--- config.mk ---
export PLATFORM = sky130hd
export DESIGN_NAME = multicycle_control
export DESIGN_NICKNAME = d
export VERILOG_FILES = /design/src/rtl/multicycle_control_pkg.sv /design/src/rtl/control_decode.sv /design/src/rtl/multicycle_control.sv
export SDC_FILE = /design/constraint.sdc
export NUM_CORES = 1
export LEC_CHECK = 0
export BUFFER_PORTS_ARGS = -buffer_cell sky130_fd_sc_hd__buf_2
export CORE_UTILIZATION = 51
export CTS_BUF_LIST = sky130_fd_sc_hd__clkbuf_4
export DETAILED_ROUTE_END_ITERATION = 16
export GPL_ROUTABILITY_DRIVEN = 1
export PLACE_DENSITY = 0.77
export RECOVER_POWER = 100
export SYNTH_ARGS = -nofsm -noshare
export SYNTH_HDL_FRONTEND = slang
export SYNTH_HIERARCHICAL = 1
export SYNTH_SLANG_ARGS = --single-unit
--- constraint.sdc ---
create_clock -name clk -period 1.8 [get_ports clk]
set_input_delay 0.09 -clock clk [delete_from_list [all_inputs] [get_ports clk]]
set_output_delay 0.09 -clock clk [all_outputs]
set_load 0.02 [all_outputs]
--- src/rtl/multicycle_control_pkg.sv ---
// multicycle_control_pkg
// Shared definitions for the multicycle control unit:
//   - one-hot ALU mode constants and the mode vector width
//   - FSM state encoding
//   - opcode class and PC-write condition encodings produced by the decoder
//   - helper that resolves a PC-write condition against the comparator flags
package multicycle_control_pkg;

    localparam int ALU_MODE_COUNT = 7;

    localparam logic [ALU_MODE_COUNT-1:0] ALU_MODE_ADD      = 7'b000_0001;
    localparam logic [ALU_MODE_COUNT-1:0] ALU_MODE_SHIFT    = 7'b000_0010;
    localparam logic [ALU_MODE_COUNT-1:0] ALU_MODE_NOT      = 7'b000_0100;
    localparam logic [ALU_MODE_COUNT-1:0] ALU_MODE_AND      = 7'b000_1000;
    localparam logic [ALU_MODE_COUNT-1:0] ALU_MODE_OR       = 7'b001_0000;
    localparam logic [ALU_MODE_COUNT-1:0] ALU_MODE_XOR      = 7'b010_0000;
    localparam logic [ALU_MODE_COUNT-1:0] ALU_MODE_BYPASS_A = 7'b100_0000;

    typedef enum logic [1:0] {
        ST_FETCH = 2'd0,
        ST_EXEC  = 2'd1,
        ST_MEM   = 2'd2,
        ST_WB    = 2'd3
    } state_e;

    // Instruction flow class: decides which states follow EXEC.
    typedef enum logic [2:0] {
        CLS_ALU     = 3'd0,  // EXEC -> WB -> FETCH (ALU ops, cpy, cpypc)
        CLS_LB      = 3'd1,  // EXEC -> MEM -> WB -> FETCH
        CLS_SB      = 3'd2,  // EXEC -> MEM -> FETCH
        CLS_FLOW    = 3'd3,  // EXEC -> FETCH, may write PC
        CLS_ILLEGAL = 3'd4   // EXEC -> FETCH, error pulse only
    } op_class_e;

    typedef enum logic [2:0] {
        PC_NEVER  = 3'd0,
        PC_ALWAYS = 3'd1,
        PC_LT     = 3'd2,
        PC_GE     = 3'd3,
        PC_EQ     = 3'd4,
        PC_NE     = 3'd5
    } pc_cond_e;

    // Resolve a PC-write condition against the comparator flags.
    function automatic logic pc_taken(input pc_cond_e cond, input logic lt, input logic eq);
        logic taken;
        case (cond)
            PC_ALWAYS: taken = 1'b1;
            PC_LT:     taken = lt;
            PC_GE:     taken = ~lt;
            PC_EQ:     taken = eq;
            PC_NE:     taken = ~eq;
            default:   taken = 1'b0;
        endcase
        return taken;
    endfunction

endpackage

--- src/rtl/control_decode.sv ---
// control_decode
// Purely combinational opcode decoder for the multicycle control unit.
// Ports:
//   op_i                - latched opcode (5 bits)
//   alu_mode_o          - one-hot ALU mode
//   alu_a_sel_o         - ALU A source (0 accumulator, 1 PC)
//   alu_b_sel_o         - ALU B source (0 register, 1 immediate)
//   rf_write_addr_sel_o - register-file write address source
//   cls_o               - flow class that steers the FSM after EXEC
//   pc_cond_o           - condition under which PC is loaded in EXEC
module control_decode
    import multicycle_control_pkg::*;
(
    input  logic [4:0]                op_i,
    output logic [ALU_MODE_COUNT-1:0] alu_mode_o,
    output logic                      alu_a_sel_o,
    output logic                      alu_b_sel_o,
    output logic                      rf_write_addr_sel_o,
    output op_class_e                 cls_o,
    output pc_cond_e                  pc_cond_o
);

    // Opcode to datapath controls and flow class.
    always_comb begin
        alu_mode_o          = ALU_MODE_ADD;
        alu_a_sel_o         = 1'b0;
        alu_b_sel_o         = 1'b0;
        cls_o               = CLS_ALU;
        pc_cond_o           = PC_NEVER;
        // cpy/cpypc and lb share the alternate write-address source.
        rf_write_addr_sel_o = (op_i[4:2] == 3'b100);

        if (op_i[4:3] == 2'b11) begin
            // Control flow computes PC + immediate on the adder.
            alu_mode_o  = ALU_MODE_ADD;
            alu_a_sel_o = 1'b1;
            alu_b_sel_o = 1'b1;
            cls_o       = CLS_FLOW;
            case (op_i[2:0])
                3'b000:  pc_cond_o = PC_ALWAYS;
                3'b001:  pc_cond_o = PC_LT;
                3'b010:  pc_cond_o = PC_GE;
                3'b011:  pc_cond_o = PC_EQ;
                3'b100:  pc_cond_o = PC_NE;
                default: begin
                    pc_cond_o = PC_NEVER;
                    cls_o     = CLS_ILLEGAL;
                end
            endcase
        end else begin
            case (op_i[4:1])
                4'b0000: alu_mode_o = ALU_MODE_ADD;
                4'b0001: begin
                    alu_mode_o  = ALU_MODE_ADD;
                    alu_b_sel_o = 1'b1;
                end
                4'b0010: alu_mode_o = ALU_MODE_SHIFT;
                4'b0011: begin
                    alu_mode_o  = ALU_MODE_SHIFT;
                    alu_b_sel_o = 1'b1;
                end
                4'b0100: alu_mode_o = ALU_MODE_NOT;
                4'b0101: alu_mode_o = ALU_MODE_AND;
                4'b0110: alu_mode_o = ALU_MODE_OR;
                4'b0111: alu_mode_o = ALU_MODE_XOR;
                4'b1000: begin
                    // bit0 selects cpypc, which copies the PC instead.
                    alu_mode_o  = ALU_MODE_BYPASS_A;
                    alu_a_sel_o = op_i[0];
                end
                4'b1001: begin
                    alu_mode_o = ALU_MODE_BYPASS_A;
                    cls_o      = CLS_LB;
                end
                4'b1010: begin
                    alu_mode_o = ALU_MODE_BYPASS_A;
                    cls_o      = CLS_SB;
                end
                4'b1011: begin
                    alu_mode_o = ALU_MODE_BYPASS_A;
                    cls_o      = CLS_FLOW;
                    pc_cond_o  = PC_ALWAYS;
                end
                default: begin
                    alu_mode_o = ALU_MODE_ADD;
                    cls_o      = CLS_ILLEGAL;
                end
            endcase
        end
    end

endmodule

--- src/rtl/multicycle_control.sv ---
// multicycle_control
// FETCH/EXEC/MEM/WB control FSM for a small multicycle processor, with a
// data-memory wait counter that aborts stalled accesses.
// Parameters: MEM_TIMEOUT (max MEM wait cycles, 0 = no timeout),
//             OPCODE_W (must be 5).
// Ports:
//   clk, rst_n           - clock, synchronous active-low reset
//   instr_valid/ready    - opcode handshake from the fetch unit
//   opcode               - opcode, latched on handshake
//   flag_lt, flag_eq     - comparator flags used by branches in EXEC
//   mem_ready            - data memory completes the access this cycle
//   alu_mode, alu_*_sel  - datapath controls from the decoder
//   rf_write_*           - register-file write enable / data / address selects
//   mem_read_en/write_en - data-memory strobes
//   pc_write_en          - load PC from the ALU result
//   illegal_op, mem_timeout - one-cycle error pulses
module multicycle_control
    import multicycle_control_pkg::*;
#(
    parameter int MEM_TIMEOUT = 15,
    parameter int OPCODE_W    = 5
) (
    input  logic                      clk,
    input  logic                      rst_n,
    input  logic                      instr_valid,
    output logic                      instr_ready,
    input  logic [OPCODE_W-1:0]       opcode,
    input  logic                      flag_lt,
    input  logic                      flag_eq,
    input  logic                      mem_ready,
    output logic [ALU_MODE_COUNT-1:0] alu_mode,
    output logic                      alu_a_sel,
    output logic                      alu_b_sel,
    output logic                      rf_write_en,
    output logic                      rf_write_data_sel,
    output logic                      rf_write_addr_sel,
    output logic                      mem_read_en,
    output logic                      mem_write_en,
    output logic                      pc_write_en,
    output logic                      illegal_op,
    output logic                      mem_timeout
);

    // Counter only has to reach MEM_TIMEOUT-1: the next unready cycle aborts.
    localparam int CNT_W = (MEM_TIMEOUT > 1) ? $clog2(MEM_TIMEOUT) : 1;
    localparam logic [CNT_W-1:0] TO_LAST = CNT_W'((MEM_TIMEOUT > 0) ? MEM_TIMEOUT - 1 : 0);

    state_e                  state_q, state_d;
    logic [OPCODE_W-1:0]     op_q, op_d;
    logic [CNT_W-1:0]        cnt_q, cnt_d;

    logic [ALU_MODE_COUNT-1:0] dec_mode_s;
    logic                      dec_a_sel_s;
    logic                      dec_b_sel_s;
    logic                      dec_addr_sel_s;
    op_class_e                 cls_s;
    pc_cond_e                  pc_cond_s;
    logic                      timeout_hit_s;

    control_decode u_decode (
        .op_i                (op_q),
        .alu_mode_o          (dec_mode_s),
        .alu_a_sel_o         (dec_a_sel_s),
        .alu_b_sel_o         (dec_b_sel_s),
        .rf_write_addr_sel_o (dec_addr_sel_s),
        .cls_o               (cls_s),
        .pc_cond_o           (pc_cond_s)
    );

    // Another unready cycle at the last allowed count ends the access.
    assign timeout_hit_s = (MEM_TIMEOUT != 0) && !mem_ready && (cnt_q == TO_LAST);

    // State, latched opcode and wait counter.
    always_ff @(posedge clk) begin
        if (!rst_n) begin
            state_q <= ST_FETCH;
            op_q    <= {OPCODE_W{1'b0}};
            cnt_q   <= {CNT_W{1'b0}};
        end else begin
            state_q <= state_d;
            op_q    <= op_d;
            cnt_q   <= cnt_d;
        end
    end

    // Next state; the counter is zero whenever the FSM is not waiting in MEM.
    always_comb begin
        state_d = state_q;
        op_d    = op_q;
        cnt_d   = {CNT_W{1'b0}};
        case (state_q)
            ST_FETCH: begin
                if (instr_valid) begin
                    op_d    = opcode;
                    state_d = ST_EXEC;
                end else begin
                    state_d = ST_FETCH;
                end
            end
            ST_EXEC: begin
                case (cls_s)
                    CLS_ALU:         state_d = ST_WB;
                    CLS_LB, CLS_SB:  state_d = ST_MEM;
                    default:         state_d = ST_FETCH;
                endcase
            end
            ST_MEM: begin
                if (mem_ready) begin
                    state_d = (cls_s == CLS_LB) ? ST_WB : ST_FETCH;
                end else if (timeout_hit_s) begin
                    state_d = ST_FETCH;
                end else begin
                    state_d = ST_MEM;
                    cnt_d   = cnt_q + CNT_W'(1);
                end
            end
            ST_WB:   state_d = ST_FETCH;
            default: state_d = ST_FETCH;
        endcase
    end

    // Outputs; everything is forced low while rst_n is asserted so an
    // in-flight MEM or WB cannot write during the reset cycle.
    always_comb begin
        alu_mode          = dec_mode_s;
        alu_a_sel         = dec_a_sel_s;
        alu_b_sel         = dec_b_sel_s;
        rf_write_addr_sel = dec_addr_sel_s;
        rf_write_data_sel = (cls_s == CLS_LB);
        instr_ready       = 1'b0;
        rf_write_en       = 1'b0;
        mem_read_en       = 1'b0;
        mem_write_en      = 1'b0;
        pc_write_en       = 1'b0;
        illegal_op        = 1'b0;
        mem_timeout       = 1'b0;
        if (rst_n) begin
            case (state_q)
                ST_FETCH: instr_ready = 1'b1;
                ST_EXEC: begin
                    pc_write_en = pc_taken(pc_cond_s, flag_lt, flag_eq);
                    illegal_op  = (cls_s == CLS_ILLEGAL);
                end
                ST_MEM: begin
                    mem_read_en  = (cls_s == CLS_LB);
                    mem_write_en = (cls_s == CLS_SB);
                    mem_timeout  = timeout_hit_s;
                end
                ST_WB:   rf_write_en = 1'b1;
                default: instr_ready = 1'b0;
            endcase
        end else begin
            instr_ready = 1'b0;
        end
    end

endmodule

## Yosys cells after proc, flatten, opt, wreduce, memory -nomap -nowiden

Cells that the tools add are included.

| storage, ports and cells | value |
|---|---|
| input bits | 11 |
| bits in read-only memories | 0 |
| RAM bits | 0 |
| bits in registers | 11 |
| memories | 0 |
| latch bits | 0 |

| operators by class | value |
|---|---|
| add/subtract/negate cells | 1 |
| shift-type cells | 0 |
| $lt $le $gt $ge | 0 |
| equality and inequality tests | 29 |
| divide/modulo/power cells | 0 |
| reductions and logical operators | 14 |
| bitwise logic cells | 4 |
| multiplexer cells | 33 |
| multiply operators | 0 |

Operator list:

| cell | number |
|---|---|
| $pmux 7 s6 | 1 |
| $eq 4x4->1 const B | 5 |
| $mux 1 | 20 |
| $eq 4x3->1 const B | 4 |
| $eq 3x2->1 const B | 5 |
| $eq 3x3->1 const B | 5 |
| $pmux 3 s5 | 1 |
| $pmux 3 s4 | 1 |
| $eq 3x1->1 const B | 3 |
| $mux 3 | 3 |
| $reduce_or 9->1 | 1 |
| $eq 4x2->1 const B | 2 |
| $pmux 2 s4 | 1 |
| $reduce_or 4->1 | 2 |
| $mux 7 | 1 |
| $eq 2x2->1 const B | 3 |
| $logic_not 3->1 | 2 |
| $mux 2 | 3 |
| $reduce_or 2->1 | 3 |
| $pmux 1 s5 | 1 |
| $reduce_or 5->1 | 1 |
| $add 4x1->4 const B | 1 |
| $eq 4x1->1 const B | 1 |
| $logic_not 4->1 | 1 |
| other kinds (7) | 10 |

## Logic depth before layout (Yosys ltp)

Gate-level depths: netlist of the first run.

| logic depth | value |
|---|---|
| word-level depth | 8 |
| mapped depth | 9 |
| gate-level depth less buffers | 8 |

## Modules after synthesis

The synthesis of the first run kept the hierarchy.

Modules (own cells, without submodules):

| module | cells an instance | sequential area each (um2) | times used | area an instance (um2) |
|---|---|---|---|---|
| multicycle_control | 63 | 220.2 | 1 | 626.9 |
| control_decode | 37 | 0.0 | 1 | 207.7 |

## Worst setup path before layout of the first run

OpenSTA, ideal clock, no wires.

| path | value |
|---|---|
| path type | flip-flop to output port |
| start point | reg op_q[2] |
| end point | out mem_write_en |
| required time | 1.710 ns |
| setup slack | 0.073 ns |
| cell stages (with the launch flop) | 6 |
| arrival time | 1.637 ns |
| path through | dfxtp_1 -> buf_2 -> o21ai_2 -> inv_1 -> o21ai_0 -> nor4b_1 |

| between the ends | value |
|---|---|
| longest elaborated chain between the ends | 7 |
| elaborated cells between the ends (all ways) | 25 |
| classes of those cells | 16 x eq/ne; 5 x mux; 4 x reduce/logical |

Ends and longest elaborated chain:

| what | RTL line | source |
|---|---|---|
| start: declaration | multicycle_control.sv:49 | `logic [OPCODE_W-1:0] op_q, op_d;` |
| start signal: assignment | multicycle_control.sv:77 | `op_q <= {OPCODE_W{1'b0}};` |
| start signal: assignment | multicycle_control.sv:81 | `op_q <= op_d;` |
| $eq 4x1->1 (tied with other cells) | control_decode.sv:51 | `case (op_i[4:1])` |
| $reduce_or 9->1 (no line) or $reduce_or 5->1 (tied branches) | n/a |  |
| $pmux 3 s4 or $mux 3 (tied branches) | control_decode.sv:51, control_decode.sv:39 |  |
| $mux 3 (*) | control_decode.sv:33 | `if (op_i[4:3] == 2'b11) begin` |
| net cls_s[0] | multicycle_control.sv:56 | `op_class_e cls_s;` |
| $eq 3x2->1 (*) | multicycle_control.sv:146 | `mem_write_en = (cls_s == CLS_SB);` |
| $mux 1 (*) | multicycle_control.sv:138 | `case (state_q)` |
| $mux 1 (*) | multicycle_control.sv:137 | `if (rst_n) begin` |
| end: declaration | multicycle_control.sv:38 | `output logic mem_write_en,` |

The timed path passes the listed nets; every way through them passes the cells marked *.

## Worst setup path after layout of the first run

| path | value |
|---|---|
| start point | reg op_q[4] |
| end point | out illegal_op |

| between the ends | value |
|---|---|
| longest elaborated chain between the ends | 7 |
| elaborated cells between the ends (all ways) | 19 |
| classes of those cells | 13 x eq/ne; 4 x mux; 2 x reduce/logical |

Ends and longest elaborated chain:

| what | RTL line | source |
|---|---|---|
| $eq 4x1->1 (tied with other cells) | control_decode.sv:51 |  |
| $reduce_or 9->1 (no line) | n/a |  |
| $pmux 3 s4 | control_decode.sv:51 |  |
| $mux 3 (*) | control_decode.sv:33 |  |
| net cls_s[2] | multicycle_control.sv:56 |  |
| $eq 3x3->1 (*) | multicycle_control.sv:142 | `illegal_op = (cls_s == CLS_ILLEGAL);` |
| $mux 1 (*) | multicycle_control.sv:138 |  |
| $mux 1 (*) | multicycle_control.sv:137 |  |
| end: declaration | multicycle_control.sv:40 | `output logic illegal_op,` |

Marks and branches as above.

==> results of run 1 <==
[report_power, final]
part	leakage [µW]	internal [µW]	switching, µW
combinational	0.000354	201	207
clock	0.0000177	82.1	91.3
sequential	0.0000928	292	107
total	0.000465	575	405
[per-layer routing]
metal | vias up | wire length (µm)
li1 | 409 | -
met1 | 375 | 823
met2 | 17 | 889
met3 | 2 | 55
met4 | 0 | 9
met5 | - | 0
[flip-flops by register name, indices dropped and copies added (netlist names)]
register	cells
op_q	5
cnt_q	4
state_q	2
[worst max-delay path, delay by kind of cell, from the launching register on]
family | cells | cell delay [ps]
simple gates | 3 | 630
flops | 1 | 400
buf+inv | 2 | 390
[cells by family (layout without fill, tap and decap cells)]
group,after synthesis,count (layout),share of synthesized area (%)
fa+ha+maj,2,2,2.998
simple gates,54,54,41.68
xor+xnor,3,3,3.149
compound gates,16,16,12.30
buf+inv,9,40,7.495
flops,11,11,26.39
mux,5,5,5.997
[synthesized netlist by cell type (2+ instances only)]
cell      number
mux2i_1        5
inv_1          3
nor2_1         8
buf_6          3
nor4b_1        3
xnor2_1        2
nand3b_1       3
nor3_1         3
nor2_2         4
nand2b_1       2
a21oi_1        6
o21ai_0        3
nor2b_1        8
nand3_1        2
nand2_1        8
nor3b_1        3
ha_1           2
dfxtp_1       11
[cell type report]
class | count | area, µm²
repair buffers | 33 | 181.4
inverters | 3 | 11.26
fillers | 141 | 464.2
flip-flops and latches | 11 | 234.0
multi-input cells | 80 | 585.6
well taps | 16 | 20.02
clock inverters | 1 | 5.005
clock buffers | 3 | 22.52
[worst paths after layout]
check / from / end / slack (ps)
min: opcode[0] / op_q[0]$_SDFFE_PN0P_ / 80
max: op_q[4]$_SDFFE_PN0P_ / illegal_op / 30
min reg2reg: cnt_q[0]$_SDFF_PP0_ / cnt_q[0]$_SDFF_PP0_ / 490
max reg2reg: op_q[4]$_SDFFE_PN0P_ / state_q[0]$_SDFF_PN0_ / 360
[through the flow]
step                util (%)  TNS, ps  instances
detailed placement     63.88        0        142
CTS                    66.58        0        146
global placement       63.88        0        142
floorplan                  -        0        100
finish                 69.54        0        147
global route           69.54   -76.77        147
[placed cells by master, fill, tap and decap left out, drive strengths merged]
master,Yosys,layout
nor4b,3,3
buf,5,28
nor2b,9,9
nand3,2,2
and2b,1,1
or3b,1,1
o21ai,4,4
mux2i,5,5
nor3b,4,4
o21a,1,1
a21oi,6,6
and4b,1,1
o311ai,1,1
inv,3,3
and3b,1,1
dfxtp,11,11
clkinv,0,1
o21bai,1,1
clkbuf,1,8
xor2,1,1
xnor2,2,2
or3,1,1
ha,2,2
and2,1,1
nand3b,4,4
o31ai,1,1
nor3,3,3
nor2,12,12
o211ai,1,1
and3,1,1
nand2,8,8
o21ba,1,1
nand2b,2,2
[repair_timing]
action                                  in CTS  in global routing
endpoints found under the setup margin       4                  3
resized for setup                            7                 14
buffers inserted                             0                  1
pin swaps                                    0                  4
==> results_dict.tcl, run 1 <==
set metrics [dict create \
    wl_um 1778 \
    start_util_pct 54.76 \
    critPathMaxFanout 9 \
    ys_types 39 \
    antennaDiodeCount 0 \
    drive_gt1_share_pct 40.46 \
    final_antenna_net_count 0 \
    post_drt_wl_per_cell_um 12.10 \
    cts_sinks 11 \
    leakagePower_uw 0.0004648 \
    rows 14 \
    drv_slew 0 \
    min_period_over_period_pct 98.26 \
    cap_violations 0 \
    grt_pass1_wl_um 2760 \
    synth_top_area_share_pct 26.39 \
    tritoncts "built" \
    syn_nets 113 \
    syn_to_final_growth_pct 26.99 \
    max_slew.worst_pin.slew_ps 418.8 \
    netlist_instances 100 \
    clock_path_buffers 2 \
    critical-path-max-stage-delay_ps 400 \
    rsz0062_at_grt "yes" \
    grt-busiest-layer "met2" \
    hold_path.class "input port to register" \
    first_global_vias 711 \
    fmax_mhz 565.4 \
    hold_viol_final 0 \
    numCtsBuffers 3 \
    timing.hold.ws_ps 84.75 \
    first_iter_violations 6 \
    antenna_found_initial 0 \
    use_met1_pct 23.36 \
    cp_cell_sequence "nand2_1 > buf_4 > nor2_1 > nor4b_1 > buf_2" \
    ios 29 \
    status "complete, no violations" \
    startpoint_type "register" \
    yosysSeqAreaShare_pct 26.39 \
    reg2reg_depth 6 \
    ys.flop_type "dfxtp_1" \
    crit_arrival_ps 1680 \
    cts_root_buffer "clkbuf_4" \
    netlist_area_um2 834.6 \
    synthArstFlopShare_pct 0 \
    ys_seq_elements 11 \
    synth_edf_count 0 \
    first_pass_iters 4 \
    avgViaCountPerCell 5.463 \
    grt_use_met2_pct 34.15 \
    skew_ps 2.518 \
    dpl_cell_area_um2 973.4 \
    peakVddDrop_mv 0.8055 \
    setup_viol 0 \
    yosysWarnings 6 \
    vias 803 \
    htree_levels 1 \
    place_ws_ps 159.4 \
    synthTopCellsByArea "dfxtp_1 (26%), mux2i_1 (6.0%), nor2b_1 (6.0%)" \
    cp.required_ps 1710 \
    hpwlAfterDp_um 1332 \
    setup_slack_ps 31.39 \
    gp_congestion 0.8333 \
    drc 0 \
    holdPathStages 3 \
    die-area_um2 1802 \
    fp.coreArea_um2 1524 \
    fin_nets 145 \
    fin_area_um2 1060 \
    totalPowerFinal_uw 980.2 \
    slowest_stage "dfxtp_2" \
    cts.clk_slew.worst_paths_ps 80 \
    power_density_nw_per_um2 925.0 \
    finalCriticalPeriod_ps 1769 \
    slew_headroom_pct 72.04 \
    port-buffer-count 28 \
    yosys.area.top_type "dfxtp_1" \
    clock_latency_ps 270 \
    worst_setup_path_end_kind "output pin" \
    cts_hold_buf 0 \
    grt_max_degree 12 \
    dieWidth_um 42.45 \
    crit_type "register to output pin" \
    track_usage_pct 19.15 \
    avgSynthCellArea_um2 8.346 \
    dieHeight_um 42.45 \
    use_met3_pct 3.017 \
    grt.overflow.total 0 \
]
Power figures use the tool's default switching activity.
==> run 2: changes to the inputs <==
Settings changed: GPL_TIMING_DRIVEN set to 0, MAX_ROUTING_LAYER set to met4.
==> run 2 against run 1 <==
Effect of this change:
- die area is the same
- setup slack better by 17 ps
- wire length grew 7.8%
- sequential power fell by 17%
==> results_dict.tcl, run 2 (synthesis results as in run 1) <==
set metrics [dict create \
    status "complete, no violations" \
    fp.coreArea_um2 1524 \
    largest_register_ffs 5 \
    power_density_nw_per_um2 916.3 \
    crit_arrival_ps 1660 \
    start_util_pct 54.76 \
    drv_slew 0 \
    track_usage_pct 20.99 \
    setup_slack_ps 48.34 \
    fmax_mhz 570.9 \
    ios 29 \
    critPathMaxFanout 6 \
    dieWidth_um 42.45 \
    final_cells 150 \
    leakagePower_uw 0.0005147 \
    cp-startpoint "op_q[2]$_SDFFE_PN0P_" \
    drc 0 \
    crit_top_cell "buf_6" \
    slew_headroom_pct 75.11 \
    post_drt_wl_per_cell_um 12.77 \
    layout_commonest_cell "buf_2" \
    antenna_found_initial 0 \
    hold_path.class "input port to register" \
    die-area_um2 1802 \
    vias 817 \
    cts.clk_slew.worst_paths_ps 80 \
    fin_nets 148 \
    fillers 120 \
    avgViaCountPerCell 5.447 \
    clock_latency_ps 260 \
    rsz0062_at_grt "yes" \
    numCtsBuffers 3 \
    reg2reg_depth 8 \
    slowest_stage "dfxtp_4" \
    hpwlAfterDp_um 1249 \
    max_slew.worst_pin.slew_ps 372.9 \
    place_ws_ps 47.27 \
    hp-start "opcode[0]" \
    gp_congestion 0.7980 \
    min_period_over_period_pct 97.31 \
    place_inst 144 \
    dieHeight_um 42.45 \
    critical-path-max-stage-delay_ps 370 \
    rr_startpoint "op_q[1]$_SDFFE_PN0P_" \
    skew_ps 6.677 \
    first_pass_iters 4 \
    first_global_vias 688 \
    syn_to_final_growth_pct 39.13 \
    clock_path_buffers 2 \
    totalPowerFinal_uw 1064 \
    grt_pass1_wl_um 2863 \
    timing.hold.ws_ps 82.00 \
    wl_um 1916 \
    cp_cell_sequence "buf_6 > nand3b_1 > a21oi_4 > nand2b_4 > a21oi_2 > o21ba_2 > buf_6" \
    setup_viol 0 \
    final_antenna_net_count 0 \
    hold_viol_final 0 \
    grt_max_degree 11 \
    first_iter_violations 14 \
    crit_end "pc_write_en" \
    crit_type "register to output pin" \
    htree_levels 1 \
    finalCriticalPeriod_ps 1752 \
    regMostFlops "op_q" \
    cap_violations 0 \
    worst_setup_path_end_kind "output pin" \
    r2r_setup_slack_ps 140 \
    reg_top3 "op_q (5), cnt_q (4), state_q (2)" \
    rows 14 \
    tns_ps 0 \
    peakVddDrop_mv 0.4977 \
    final_cell_mix "buf_2 (25), nor2b_1 (8), nor2_1 (7), nand2_1 (7), dfxtp_1 (7)" \
    drive_gt1_share_pct 47.76 \
    cts_root_buffer "clkbuf_4" \
    grt.overflow.total 0 \
    r2r-end "state_q[1]$_SDFF_PN0_" \
    cts_hold_buf 0 \
    cp.required_ps 1710 \
    cts_sinks 11 \
    antennaDiodeCount 0 \
    tritoncts "built" \
    startpoint_type "register" \
    port-buffer-count 28 \
]
[run 2: worst min-delay path by stage]
stage | endpoint | depth (start not counted)
4_1_cts | op_q[0]$_SDFFE_PN0P_ | 3
6_report | op_q[0]$_SDFFE_PN0P_ | 3
2_1_floorplan | state_q[0]$_SDFF_PN0_ | 2
5_1_grt | op_q[0]$_SDFFE_PN0P_ | 3
3_5_place_dp | op_q[0]$_SDFFE_PN0P_ | 3
3_3_place_gp | op_q[1]$_SDFFE_PN0P_ | 3
[run 2: what timing repair did]
| action | in CTS | in global routing |
|---|---|---|
| setup endpoints to repair | 5 | 5 |
| resized for setup | 4 | 26 |
| hold endpoints to repair | 0 | 0 |
| buffers inserted | 0 | 2 |
| pin swaps | 0 | 6 |
[run 2: layer usage]
layer | global-route usage [%] | vias up | share of wire, %
met1 | 27.70 | 371 | 44
met4 | 10.00 | 0 | 2.7
li1 | - | 413 | -
met3 | 1.293 | 6 | 3.9
met2 | 32.62 | 27 | 50
met5 | - | - | 0
[run 2: layout make-up]
| type | count | area [µm²] | share of cell area [%] |
|---|---|---|---|
| timing repair buffer | 30 | 175.2 | 15.09 |
| buffer | 6 | 61.31 | 5.280 |
| sequential | 11 | 227.7 | 19.61 |
| clock buffer | 4 | 30.03 | 2.586 |
| multi-input combinational | 80 | 635.6 | 54.74 |
| inverter | 3 | 11.26 | 0.9698 |
| tap | 16 | 20.02 | 1.724 |
[run 2: where the power goes]
group | internal, µW | total [µW] | switching, µW
sequential | 290 | 331 | 41.4
combinational | 254 | 549 | 295
clock | 101 | 184 | 83.1
total | 644 | 1060 | 420
[run 2: worst max-delay path, delay by kind of cell, from the launching register on]
family                 cells  cell delay [ps]
AOI/OAI and AO/OA          3              440
buffers and inverters      2              250
DFF                        1              370
and+or+nand+nor            2              340
[run 2: per-stage QoR]
stage / util, % / instance area [µm²]
CTS: 68.06 / 1037
global placement: 65.27 / 994.7
global route: 76.19 / 1161
detailed placement: 65.27 / 994.7
floorplan: - / 834.6
finish: 76.19 / 1161
